$ cat config.mk
export PLATFORM = sky130hd
export DESIGN_NAME = histo_serial_rx
export DESIGN_NICKNAME = d
export VERILOG_FILES = /design/src/rtl/histo_pkg.sv /design/src/rtl/histo_rx_bit_timer.sv /design/src/rtl/histo_serial_rx.sv
export SDC_FILE = /design/constraint.sdc
export NUM_CORES = 1
export LEC_CHECK = 0
export CAP_MARGIN = 5
export CORE_UTILIZATION = 30
export CTS_CLUSTER_DIAMETER = 30
export CTS_CLUSTER_SIZE = 10
export DETAILED_ROUTE_END_ITERATION = 8
export PLACE_DENSITY_LB_ADDON = 0.05
export SYNTH_ARGS = -nofsm -noshare
export SYNTH_HDL_FRONTEND = slang
export SYNTH_SLANG_ARGS = --single-unit
$ cat constraint.sdc
create_clock -name clk_i -period 9.1 [get_ports clk_i]
set_input_delay 0.91 -clock clk_i [delete_from_list [all_inputs] [get_ports clk_i]]
set_output_delay 0.91 -clock clk_i [all_outputs]
set_load 0.01 [all_outputs]
$ cat src/rtl/histo_pkg.sv
// Shared constants and receiver state type for the serial histogram link.
// Used by the histogram, its serializer and histo_serial_rx.
package histo_pkg;

    localparam int unsigned HISTO_DATA_W   = 24;
    localparam int unsigned HISTO_BIN_W    = 10;
    localparam int unsigned HISTO_NUM_BINS = 1024;

    typedef enum logic [2:0] {
        IDLE,
        START,
        DATA,
        STOP,
        WAIT_HI
    } rx_state_e;

endpackage

$ cat src/rtl/histo_rx_bit_timer.sv
// Bit-period counter for histo_serial_rx.
// Gives a mid-bit strobe and a full-bit strobe; clearing restarts the period.
module histo_rx_bit_timer #(
    parameter int unsigned CLKS_PER_BIT = 8
) (
    input  logic clk_i,
    input  logic rst_i,
    input  logic clr_i,
    output logic mid_tick_c,
    output logic full_tick_c
);

    localparam int unsigned CNT_W = (CLKS_PER_BIT > 1) ? $clog2(CLKS_PER_BIT) : 1;

    logic [CNT_W-1:0] cnt_q;

    assign mid_tick_c  = (cnt_q == CNT_W'(CLKS_PER_BIT/2 - 1));
    assign full_tick_c = (cnt_q == CNT_W'(CLKS_PER_BIT - 1));

    always_ff @(posedge clk_i or posedge rst_i) begin
        if (rst_i) begin
            cnt_q <= '0;
        end else if (clr_i || full_tick_c) begin
            cnt_q <= '0;
        end else begin
            cnt_q <= cnt_q + CNT_W'(1);
        end
    end

endmodule

$ cat src/rtl/histo_serial_rx.sv
// Serial histogram receiver: rebuilds bin/count words from the start/stop framed stream.
// Optional HISTO_SERIAL_RX_SUM_EN adds sum_o, the per-frame total of received counts.
module histo_serial_rx
    import histo_pkg::*;
#(
    parameter int unsigned CLKS_PER_BIT = 8,
    parameter int unsigned DATA_W       = HISTO_DATA_W,
    parameter int unsigned BIN_W        = HISTO_BIN_W,
    parameter int unsigned NUM_BINS     = HISTO_NUM_BINS,
    parameter int unsigned GAP_CLKS     = 4096
) (
    input  logic              clk_i,
    input  logic              rst_i,
    input  logic              serial_i,
    output logic [DATA_W-1:0] word_o,
    output logic [BIN_W-1:0]  bin_o,
    output logic              word_vld_o,
    output logic              frame_done_o,
    output logic              stop_err_o,
    output logic              sync_lost_o,
`ifdef HISTO_SERIAL_RX_SUM_EN
    output logic [DATA_W+BIN_W-1:0] sum_o,
`endif
    output logic              busy_o
);

    localparam int unsigned BC_W  = $clog2(DATA_W + 1);
    localparam int unsigned GAP_W = $clog2(GAP_CLKS + 1);

    rx_state_e         state_q, state_nxt;
    logic [1:0]        sync_q;
    logic              rx_bit;
    logic [BIN_W-1:0]  bin_q, bin_nxt;
    logic [BC_W-1:0]   bit_cnt_q, bit_cnt_nxt;
    logic [DATA_W-1:0] shift_q, shift_nxt;
    logic [GAP_W-1:0]  gap_q, gap_nxt;
    logic              word_vld_nxt, frame_done_nxt, stop_err_nxt, sync_lost_nxt;
    logic              timer_clr_c, mid_tick_c, full_tick_c;
    logic              last_bin_c;

    assign rx_bit     = sync_q[1];
    assign last_bin_c = (bin_q == BIN_W'(NUM_BINS - 1));

    histo_rx_bit_timer #(
        .CLKS_PER_BIT (CLKS_PER_BIT)
    ) u_bit_timer (
        .clk_i       (clk_i),
        .rst_i       (rst_i),
        .clr_i       (timer_clr_c),
        .mid_tick_c  (mid_tick_c),
        .full_tick_c (full_tick_c)
    );

    // Next-state, datapath and strobe decode.
    always_comb begin
        state_nxt      = state_q;
        bin_nxt        = bin_q;
        bit_cnt_nxt    = bit_cnt_q;
        shift_nxt      = shift_q;
        gap_nxt        = '0;
        word_vld_nxt   = 1'b0;
        frame_done_nxt = 1'b0;
        stop_err_nxt   = 1'b0;
        sync_lost_nxt  = 1'b0;
        timer_clr_c    = 1'b0;

        case (state_q)
            IDLE: begin
                timer_clr_c = 1'b1;
                bit_cnt_nxt = '0;
                if (!rx_bit) begin
                    state_nxt = START;
                end else if (gap_q != GAP_W'(GAP_CLKS)) begin
                    gap_nxt = gap_q + GAP_W'(1);
                    if (gap_q == GAP_W'(GAP_CLKS - 1) && bin_q != '0) begin
                        sync_lost_nxt = 1'b1;
                        bin_nxt       = '0;
                    end
                end else begin
                    gap_nxt = gap_q;
                end
            end
            START: begin
                if (mid_tick_c) begin
                    // Re-anchor the bit timer to mid-start so data samples land mid-bit.
                    timer_clr_c = 1'b1;
                    state_nxt   = rx_bit ? IDLE : DATA;
                end
            end
            DATA: begin
                if (full_tick_c) begin
                    shift_nxt   = {rx_bit, shift_q[DATA_W-1:1]};
                    bit_cnt_nxt = bit_cnt_q + BC_W'(1);
                    if (bit_cnt_q == BC_W'(DATA_W - 1)) begin
                        state_nxt = STOP;
                    end
                end
            end
            STOP: begin
                if (full_tick_c) begin
                    if (rx_bit) begin
                        word_vld_nxt   = 1'b1;
                        frame_done_nxt = last_bin_c;
                        bin_nxt        = last_bin_c ? '0 : bin_q + BIN_W'(1);
                        state_nxt      = IDLE;
                    end else begin
                        stop_err_nxt = 1'b1;
                        state_nxt    = WAIT_HI;
                    end
                end
            end
            WAIT_HI: begin
                if (rx_bit) begin
                    state_nxt = IDLE;
                end
            end
            default: state_nxt = IDLE;
        endcase
    end

    always_ff @(posedge clk_i or posedge rst_i) begin
        if (rst_i) begin
            sync_q       <= 2'b11;
            state_q      <= IDLE;
            bin_q        <= '0;
            bit_cnt_q    <= '0;
            shift_q      <= '0;
            gap_q        <= '0;
            word_o       <= '0;
            bin_o        <= '0;
            word_vld_o   <= 1'b0;
            frame_done_o <= 1'b0;
            stop_err_o   <= 1'b0;
            sync_lost_o  <= 1'b0;
            busy_o       <= 1'b0;
        end else begin
            sync_q       <= {sync_q[0], serial_i};
            state_q      <= state_nxt;
            bin_q        <= bin_nxt;
            bit_cnt_q    <= bit_cnt_nxt;
            shift_q      <= shift_nxt;
            gap_q        <= gap_nxt;
            word_vld_o   <= word_vld_nxt;
            frame_done_o <= frame_done_nxt;
            stop_err_o   <= stop_err_nxt;
            sync_lost_o  <= sync_lost_nxt;
            busy_o       <= (state_nxt != IDLE);
            if (word_vld_nxt) begin
                word_o <= shift_q;
                bin_o  <= bin_q;
            end
        end
    end

`ifdef HISTO_SERIAL_RX_SUM_EN
    localparam int unsigned SUM_W = DATA_W + BIN_W;

    logic [SUM_W-1:0] acc_q;
    logic [SUM_W-1:0] acc_add_c;

    // Bin 0 starts a fresh frame total.
    assign acc_add_c = ((bin_q == '0) ? '0 : acc_q) + SUM_W'(shift_q);

    always_ff @(posedge clk_i or posedge rst_i) begin
        if (rst_i) begin
            acc_q <= '0;
            sum_o <= '0;
        end else if (sync_lost_nxt) begin
            acc_q <= '0;
        end else if (word_vld_nxt) begin
            acc_q <= acc_add_c;
            if (frame_done_nxt) begin
                sum_o <= acc_add_c;
            end
        end
    end
`endif

endmodule

==> flow_summary.yaml, run 1 <==
power:
  p_total_mw: 1.06
  clkPwrFrac_pct: 35.9
  p_per_area_nw_per_um2: 207
  ir_drop_v: 0.0000933
  p_int_mw: 0.763
  swShare_pct: 28.1
  power.net_switching_mw: 0.298
  comb_power_share_pct: 16.4
  power.leakage_nw: 2.36
  pwr-share-seq_pct: 47.7
setup_path:
  crit_path_end_kind: "flop"
  slowest_stage: "nand3_2"
  path_class: "reg -> reg"
  crit_fanout: 41
  start_kind: "flop"
  cpPeakStageDelay_ns: 0.86
  crit_top_cell: "ha_1"
  timing.rr.start: "u_bit_timer.cnt_q[0]"
  r2r_setup_slack_ns: 6.57
  required_ns: 9.33
  rr_worst_depth: 4
  r2r-end: "word_o[19]"
  crit_arrival_ns: 2.75
  crit_chain: "ha_1 -> ha_1 -> nand3_2 -> mux2_1"
sta:
  finalClockSkew_ns: 0.00741
  fin_crit_sh_pct: 27.8
  fmax_ghz: 0.396
  fin_setup_tns_ns: 0
  setup_viol: 0
  drv_slew: 0
  tightestPinTransition_ns: 1.01
  rsz0062_at_grt: "false"
  fin_crit_ns: 2.53
  hold_violations: 0
  holdWs_ns: 0.355
  max_slew_margin_pct: 32.4
  worst_slack_ns: 6.57
clock_network:
  ctsResizeCount: 0
  cts_hold_buffers: 0
  root_buffer: "clkbuf_16"
  insertion_delay_ns: 0.34
  cts_tree: "built"
  htreeDepth: 3
  cts.clk_slew.worst_paths_ns: 0.07
  cts_sinks: 99
  post_cts_buffers: 0
  numCtsBuffers: 9
  cts_max_path_buffers: 2
global_route:
  grt_pass1_wl_um: 13900
  grt_overflow_total: 0
  grt_pass1_vias: 2725
  groute.usage.overall_pct: 12.4
  grt_use_met2_pct: 19.1
  antenna_found_initial: 0
  met3_usage_pct: 3.05
  grt_max_degree: 61
  busiest_layer: "met2"
  met1_usage_pct: 16.0
finish:
  nFillCells: 1364
  multi_input_area_um2: 1660
  mostFrequentLayoutCell: "dfrtp_1"
  stdcell_count: 568
  fin_util_pct: 37.1
  regArea_um2: 2480
  drive_gt1_share_pct: 22.4
  diodes: 0
  areaGrowthSynthToFinish_pct: 20.7
  nets: 395
  final_cell_mix: "dfrtp_1, mux2_2, clkdlybuf4s50_1"
  stdcell_area_um2: 5130
synth:
  yosys.area.top_type: "dfrtp_1"
  synth_edf_count: 0
  synth_area_um2: 4250
  postSynthAreaPerCell_um2: 12.3
  yosys.cell_types.count: 47
  synth-xor-area-share_pct: 2.47
  synth_top_family_by_area: "multiplexers"
  async_flop_share_pct: 100
  yosysWarnings: 0
  synthAdderAreaFrac_pct: 2.36
  ys.flop_type: "dfrtp_1"
  synth_top_area_share_pct: 57.2
  synthTopCellsByArea: "dfrtp_1, mux2_2, nor2_1"
  syn_nets: 356
  seq_area_frac_synth_pct: 58.4
  ys_ff_latch: 99
  synth-simple-area-share_pct: 13.2
  synth_compound_area_share_pct: 5.48
  synth.mux.area_fraction_pct: 15.4
  netlist_instances: 345
placement:
  gp_congestion: 0.742
  dpl.cell_count: 553
  post-place-ws_ns: 6.46
  dpl_cell_area_um2: 4830
  io_buffers: 41
  hpwl_um: 5100
worst_hold_path:
  hold_path_end: "sync_q[1]"
  hp-class: "reg -> reg"
  worstHoldStart: "sync_q[0]"
  hold_depth: 0
route:
  dr.pass1.iters: 4
  wl_um: 8120
  final_antenna_net_count: 0
  drc: 0
  route.vias.total: 2690
  wl_per_cell_um: 14.3
  vias_per_cell: 4.74
  first_iter_violations: 117
floorplan:
  core_area_um2: 13800
  start_util_pct: 30.7
  die_w_um: 121
  die-area_um2: 14600
  rows: 43
  pin_count: 42
  die_h_um: 121
flow_run:
  maxCapViolations: 0
outcome:
  status: "finished, final reports clean"
[layer usage]
metal / vias to the layer above / part of all wire [%]
met2: 37 / 47
li1: 1286 / -
met4: 0 / 2.3
met1: 1353 / 48
met3: 14 / 2.8
met5: - / 0
[power groups by stage]
| stage | clock [mW] | combinational (mW) | sequential (mW) |
|---|---|---|---|
| detailed placement | 0 | 0.178 | 0.516 |
| finish | 0.381 | 0.174 | 0.507 |
| floorplan | 0 | 0.143 | 0.499 |
| global placement | 0 | 0.178 | 0.514 |
| global route | 0.415 | 0.198 | 0.512 |
| CTS | 0.400 | 0.179 | 0.507 |
[state kept, by name (all words and copies together) (netlist names)]
| name | count |
|---|---|
| bin_o | 10 |
| bin_q | 10 |
| bit_cnt_q | 5 |
| busy_o | 1 |
| frame_done_o | 1 |
| gap_q | 13 |
| shift_q | 24 |
| state_q | 3 |
| stop_err_o | 1 |
| sync_lost_o | 1 |
| sync_q | 2 |
| u_bit_timer.cnt_q | 3 |
| word_o | 24 |
| word_vld_o | 1 |
[how the worst max path moves through the flow]
stage	start	endpoint	slack, ns
floorplan	rst_i	bin_o[0]	5.60
global placement	u_bit_timer.cnt_q[0]	word_o[19]	6.49
detailed placement	rst_i	bin_o[9]	6.46
CTS	u_bit_timer.cnt_q[0]	word_o[19]	6.45
global route	u_bit_timer.cnt_q[0]	word_o[19]	6.28
finish	u_bit_timer.cnt_q[0]	word_o[19]	6.57
[kinds of logic (layout without fill, tap and decap cells)]
kind of cell	count (synthesis)	after routing
flops	99	99
fa+ha+maj	8	8
buf+inv	27	70
simple gates	106	106
mux	58	58
compound gates	35	35
xor+xnor	12	12
[cell usage after synthesis (all sizes together) (2+ instances only)]
| master | count |
|---|---|
| nor2 | 33 |
| and3 | 7 |
| inv | 12 |
| a31oi | 4 |
| nor3 | 7 |
| or2 | 3 |
| nand4 | 4 |
| clkbuf | 5 |
| a221o | 3 |
| ha | 8 |
| nor4 | 2 |
| nand2 | 20 |
| or4b | 2 |
| xnor2 | 4 |
| o21a | 2 |
| o32ai | 2 |
| and4 | 2 |
| nand3 | 14 |
| o21ai | 11 |
| buf | 10 |
| a21oi | 7 |
| dfstp | 2 |
| mux2 | 57 |
| dfrtp | 97 |
| xor2 | 8 |
| or3 | 4 |
[cell type report]
class                      instances  share of cell area (%)
clock buffer                      11                    4.73
multi-input combinational        219                    32.3
tap                              180                    4.39
clock inverter                     4                    1.00
timing repair buffer              43                    8.30
sequential                        99                    48.4
inverter                          12                   0.927
[critical path: cells and delay by family, from the launching register on]
family / cells / cell delay (ns)
adders and majority gates: 2 / 0.55
DFF: 1 / 0.35
muxes: 1 / 0.63
and+or+nand+nor: 1 / 0.86
(Power assumes the default switching activity.)
==> run 2: changes to the inputs <==
==> constraint.sdc (replaced) <==
create_clock -name clk_i -period 2.15 [get_ports clk_i]
set_input_delay 0.215 -clock clk_i [delete_from_list [all_inputs] [get_ports clk_i]]
set_output_delay 0.215 -clock clk_i [all_outputs]
set_load 0.01 [all_outputs]
==> run 2 against run 1 <==
The flow now finishes with violations (DRC). Largest cell class unchanged. Core utilization up 1.3 points. Fmax rose by 27%. Clock-buffer cell count stayed put. Via count increased by 2.4%. Routed wire length rose by 2.1%. Combinational power rose to 5.1 times the previous value. Flip-flop and latch count stayed put. Cell area grew 3.6%. Hold slack worse by 0.081 ns. Critical endpoint is now bin_q[3]. Register-to-register slack worse by 6.4 ns. Final cell count grew 3.3%. Non-clock buffer count grew 19.
==> flow_summary.yaml, run 2 (synthesis results as in run 1) <==
route:
  top_layer: "met4"
  first_iter_violations: 129
  dr.pass1.iters: 6
  wl_met3_um: 392
  wl_met1_um: 3880
  wl_um: 8280
  wl_per_cell_um: 14.1
  route.vias.total: 2754
  vias_per_cell: 4.69
  drc: 2
  wl_met2_um: 3880
  final_antenna_net_count: 0
sta:
  drv_slew: 0
  hold_violations: 0
  holdWs_ns: 0.274
  fin_crit_ns: 1.99
  finalClockSkew_ns: 0.00654
  fmax_ghz: 0.503
  setup_viol: 0
  max_slew_margin_pct: 64.4
  rsz0062_at_grt: "false"
  tightestPinTransition_ns: 0.534
  fin_crit_sh_pct: 92.4
  fin_setup_tns_ns: 0
finish:
  drive_gt1_share_pct: 26.5
  nets: 414
  fin_util_pct: 38.4
  final_cell_mix: "dfrtp_1, mux2_2, clkdlybuf4s50_1"
  mostFrequentLayoutCell: "dfrtp_1"
  top_regs: "shift_q (24), word_o (24), gap_q (13)"
  areaGrowthSynthToFinish_pct: 25.1
  diodes: 0
clock_network:
  cts.clk_slew.worst_paths_ns: 0.07
  insertion_delay_ns: 0.35
  ctsResizeCount: 0
  post_cts_buffers: 0
  cts_max_path_buffers: 2
  root_buffer: "clkbuf_16"
  cts_hold_buffers: 0
  numCtsBuffers: 9
  htreeDepth: 3
  cts_sinks: 99
  cts_tree: "built"
worst_hold_path:
  hold_depth: 1
  hp-class: "in -> reg"
global_route:
  grt_overflow_total: 0
  grt_max_degree: 100
  antenna_found_initial: 0
  groute.usage.overall_pct: 12.8
  grt_pass1_vias: 2879
  grt_pass1_wl_um: 14200
flow_run:
  maxCapViolations: 0
setup_path:
  cpPeakStageDelay_ns: 0.39
  crit_arrival_ns: 2.22
  crit_path_end_kind: "flop"
  crit_fanout: 4
  slowest_stage: "dfrtp_1"
  start_kind: "flop"
  required_ns: 2.38
  crit_chain: "ha_2 -> and3_1 -> nand3_1 -> nand3b_1 -> a211o_1 -> a221o_1"
  rr_worst_depth: 6
  path_class: "reg -> reg"
placement:
  io_buffers: 41
  gp_congestion: 0.757
  hpwl_um: 5290
floorplan:
  die-area_um2: 14600
  start_util_pct: 30.7
  rows: 43
  pin_count: 42
  die_h_um: 121
  die_w_um: 121
  core_area_um2: 13800
power:
  ir_drop_v: 0.000448
  power.leakage_nw: 2.46
  p_per_area_nw_per_um2: 867
outcome:
  violations: "DRC"
  status: "finished, violations left"
## run 2: area by class of cell
cell class	instances	area, um2
fillers	1364	8520
flip-flops and latches	99	2480
multi-input cells	219	1670
repair buffers	62	593
clock buffers	11	243
well taps	180	225
clock inverters	4	51.3
inverters	12	48.8
## run 2: final timing paths
path / to / from / slack (ns)
worst min register to register: sync_q[1] / sync_q[0] / 0.36
worst max-delay path: bin_q[3] / gap_q[1] / 0.16
worst min-delay path: sync_q[0] / serial_i / 0.27
min in group asynchronous: word_o[14] / rst_i / 0.36
worst max register to register: bin_q[3] / gap_q[1] / 0.16
max in group asynchronous: bin_q[6] / rst_i / 1.39
## run 2: stage by stage
stage | instance area [um2] | cells | setup WS (ns) | power (mW)
6_report | 5310 | 587 | 0.163 | 4.60
5_1_grt | 5310 | 587 | 0.0213 | 4.90
4_1_cts | 5300 | 587 | 0.0650 | 4.70
3_3_place_gp | 5000 | 572 | 0.107 | 3.02
2_1_floorplan | 4250 | 345 | 0.168 | 2.71
3_5_place_dp | 5000 | 572 | 0.0770 | 3.02
## run 2: power breakdown
| group | switching (mW) | internal, mW |
|---|---|---|
| clock | 0.692 | 0.928 |
| sequential | 0.0992 | 1.99 |
| combinational | 0.503 | 0.390 |
| total | 1.29 | 3.31 |
## run 2: critical path, delay by kind of cell (launching register included)
family                   cells  cell delay (ns)
adder cells (fa/ha/maj)      1             0.23
AND/OR/NAND/NOR              3             0.53
AO/OA/AOI/OAI                2             0.72
flip-flops                   1             0.39
## run 2: per-layer routing
layer	vias up	track usage, %
li1	1321	-
met1	1377	15.9
met2	47	19.9
met3	9	5.31
met4	0	4.71
met5	-	0
==> run 3: changes to the inputs <==
--- a/config.mk
+++ b/config.mk
@@ -10,7 +10,9 @@
 export CTS_CLUSTER_DIAMETER = 30
 export CTS_CLUSTER_SIZE = 10
 export DETAILED_ROUTE_END_ITERATION = 8
+export GPL_TIMING_DRIVEN = 0
 export PLACE_DENSITY_LB_ADDON = 0.05
+export SLEW_MARGIN = 20
 export SYNTH_ARGS = -nofsm -noshare
 export SYNTH_HDL_FRONTEND = slang
 export SYNTH_SLANG_ARGS = --single-unit
==> constraint.sdc (replaced) <==
create_clock -name clk_i -period 2.6 [get_ports clk_i]
set_input_delay 0.26 -clock clk_i [delete_from_list [all_inputs] [get_ports clk_i]]
set_output_delay 0.26 -clock clk_i [all_outputs]
set_load 0.01 [all_outputs]
==> run 3 against run 2 <==
The run now ends clean. Flip-flop and latch count stayed put. Critical path depth stayed put. Sequential share of layout area is 0.52 points higher. Fmax is 16% lower. Hold slack worse by 0.024 ns. Largest cell class unchanged. Critical path type unchanged.
==> flow_summary.yaml, run 3 (synthesis results as in run 1) <==
outcome:
  status: "finished, final reports clean"
finish:
  top_regs: "shift_q (24), word_o (24), gap_q (13)"
  stdcell_area_um2: 5250
  final_cell_mix: "dfrtp_1, mux2_2, clkdlybuf4s50_1"
  diodes: 0
  drive_gt1_share_pct: 23.2
  nets: 411
  mostFrequentLayoutCell: "dfrtp_1"
  nFillCells: 1353
  areaGrowthSynthToFinish_pct: 23.7
  fin_util_pct: 38.0
placement:
  gp_congestion: 0.765
  dpl_cell_area_um2: 4950
  io_buffers: 41
  hpwl_um: 5710
sta:
  max_slew_margin_pct: 53.3
  setup_viol: 0
  fmax_ghz: 0.425
  fin_crit_sh_pct: 90.5
  hold_violations: 0
  tightestPinTransition_ns: 0.699
  drv_slew: 0
  rsz0062_at_grt: "false"
  fin_crit_ns: 2.35
  finalClockSkew_ns: 0.00637
floorplan:
  die-area_um2: 14600
  start_util_pct: 30.7
  die_h_um: 121
  pin_count: 42
  rows: 43
  core_area_um2: 13800
  die_w_um: 121
route:
  vias_per_cell: 4.71
  wl_met3_um: 245
  first_iter_violations: 114
  top_layer: "met4"
  dr.pass1.iters: 4
  wl_per_cell_um: 14.2
  wl_um: 8330
  wl_met1_um: 3980
  wl_met2_um: 3900
  drc: 0
  final_antenna_net_count: 0
  route.vias.total: 2753
power:
  p_total_mw: 3.80
  power.leakage_nw: 2.42
  ir_drop_v: 0.000263
  p_per_area_nw_per_um2: 723
setup_path:
  crit_arrival_ns: 2.59
  r2r_setup_slack_ns: 0.25
  crit_path_end_kind: "flop"
  critPathCapture: "word_o[4]"
  crit_fanout: 10
  crit_top_cell: "ha_1"
  required_ns: 2.83
  slowest_stage: "buf_1"
  crit_chain: "ha_1 -> ha_1 -> clkbuf_1 -> nand3_1 -> buf_1 -> mux2_2"
  start_kind: "flop"
  cpPeakStageDelay_ns: 0.56
  critPathLaunch: "u_bit_timer.cnt_q[0]"
  timing.rr.start: "u_bit_timer.cnt_q[0]"
  r2r-end: "word_o[4]"
  rr_worst_depth: 6
  path_class: "reg -> reg"
global_route:
  groute.usage.overall_pct: 13.0
  antenna_found_initial: 0
  grt_pass1_wl_um: 14500
  grt_max_degree: 30
  grt_overflow_total: 0
  grt_pass1_vias: 2857
flow_run:
  maxCapViolations: 0
clock_network:
  post_cts_buffers: 0
  ctsResizeCount: 0
  insertion_delay_ns: 0.35
  cts_sinks: 99
  cts_max_path_buffers: 2
  root_buffer: "clkbuf_16"
  cts_hold_buffers: 0
  htreeDepth: 3
  cts_tree: "built"
  cts.clk_slew.worst_paths_ns: 0.07
  numCtsBuffers: 9
worst_hold_path:
  hp-class: "in -> async"
==> run 3: through the flow <==
step	std cells	TNS, ns	worst slack (ns)	hold WS, ns
floorplan	345	0	0.618	0.264
detailed placement	569	0	0.183	0.351
global placement	566	-0.434	-0.0113	0.350
CTS	585	0	0.183	0.257
global route	585	0	0.0351	0.291
finish	585	0	0.247	0.250
==> run 3: worst min-delay path by stage <==
stage | from | to | slack [ns] | cells after the start
floorplan | serial_i | sync_q[0] | 0.26 | 0
global placement | sync_q[0] | sync_q[1] | 0.35 | 0
detailed placement | sync_q[0] | sync_q[1] | 0.35 | 0
CTS | rst_i | busy_o | 0.26 | 2
global route | rst_i | gap_q[5] | 0.29 | 2
finish | rst_i | gap_q[5] | 0.25 | 2
==> run 3: per-layer routing <==
layer	GRT usage, %	vias up
met5	0	-
met4	7.41	0
met1	16.5	1394
li1	-	1312
met2	20.6	35
met3	2.68	12
==> run 3: area by class of cell <==
cell class	count	area, um2	area share (%)
inverters	12	48.8	0.929
plain buffers	15	71.3	1.36
well taps	180	225	4.29
flip-flops and latches	99	2480	47.2
clock inverters	3	46.3	0.881
multi-input cells	219	1650	31.4
repair buffers	44	470	8.96
clock buffers	13	260	4.95
==> run 3: critical path: cells and delay by family, from the launching register on <==
kind	cells	cell delay, ns
fa+ha+maj	2	0.43
buf+inv	2	0.77
flops	1	0.38
mux	1	0.41
simple gates	1	0.26
==> run 3: report_power, final <==
part | leakage [nW] | total (mW) | internal [mW] | switching [mW]
Clock | 0.146 | 1.38 | 0.802 | 0.582
Combinational | 0.914 | 0.689 | 0.282 | 0.407
Sequential | 1.36 | 1.73 | 1.65 | 0.0802
Total | 2.42 | 3.80 | 2.73 | 1.07
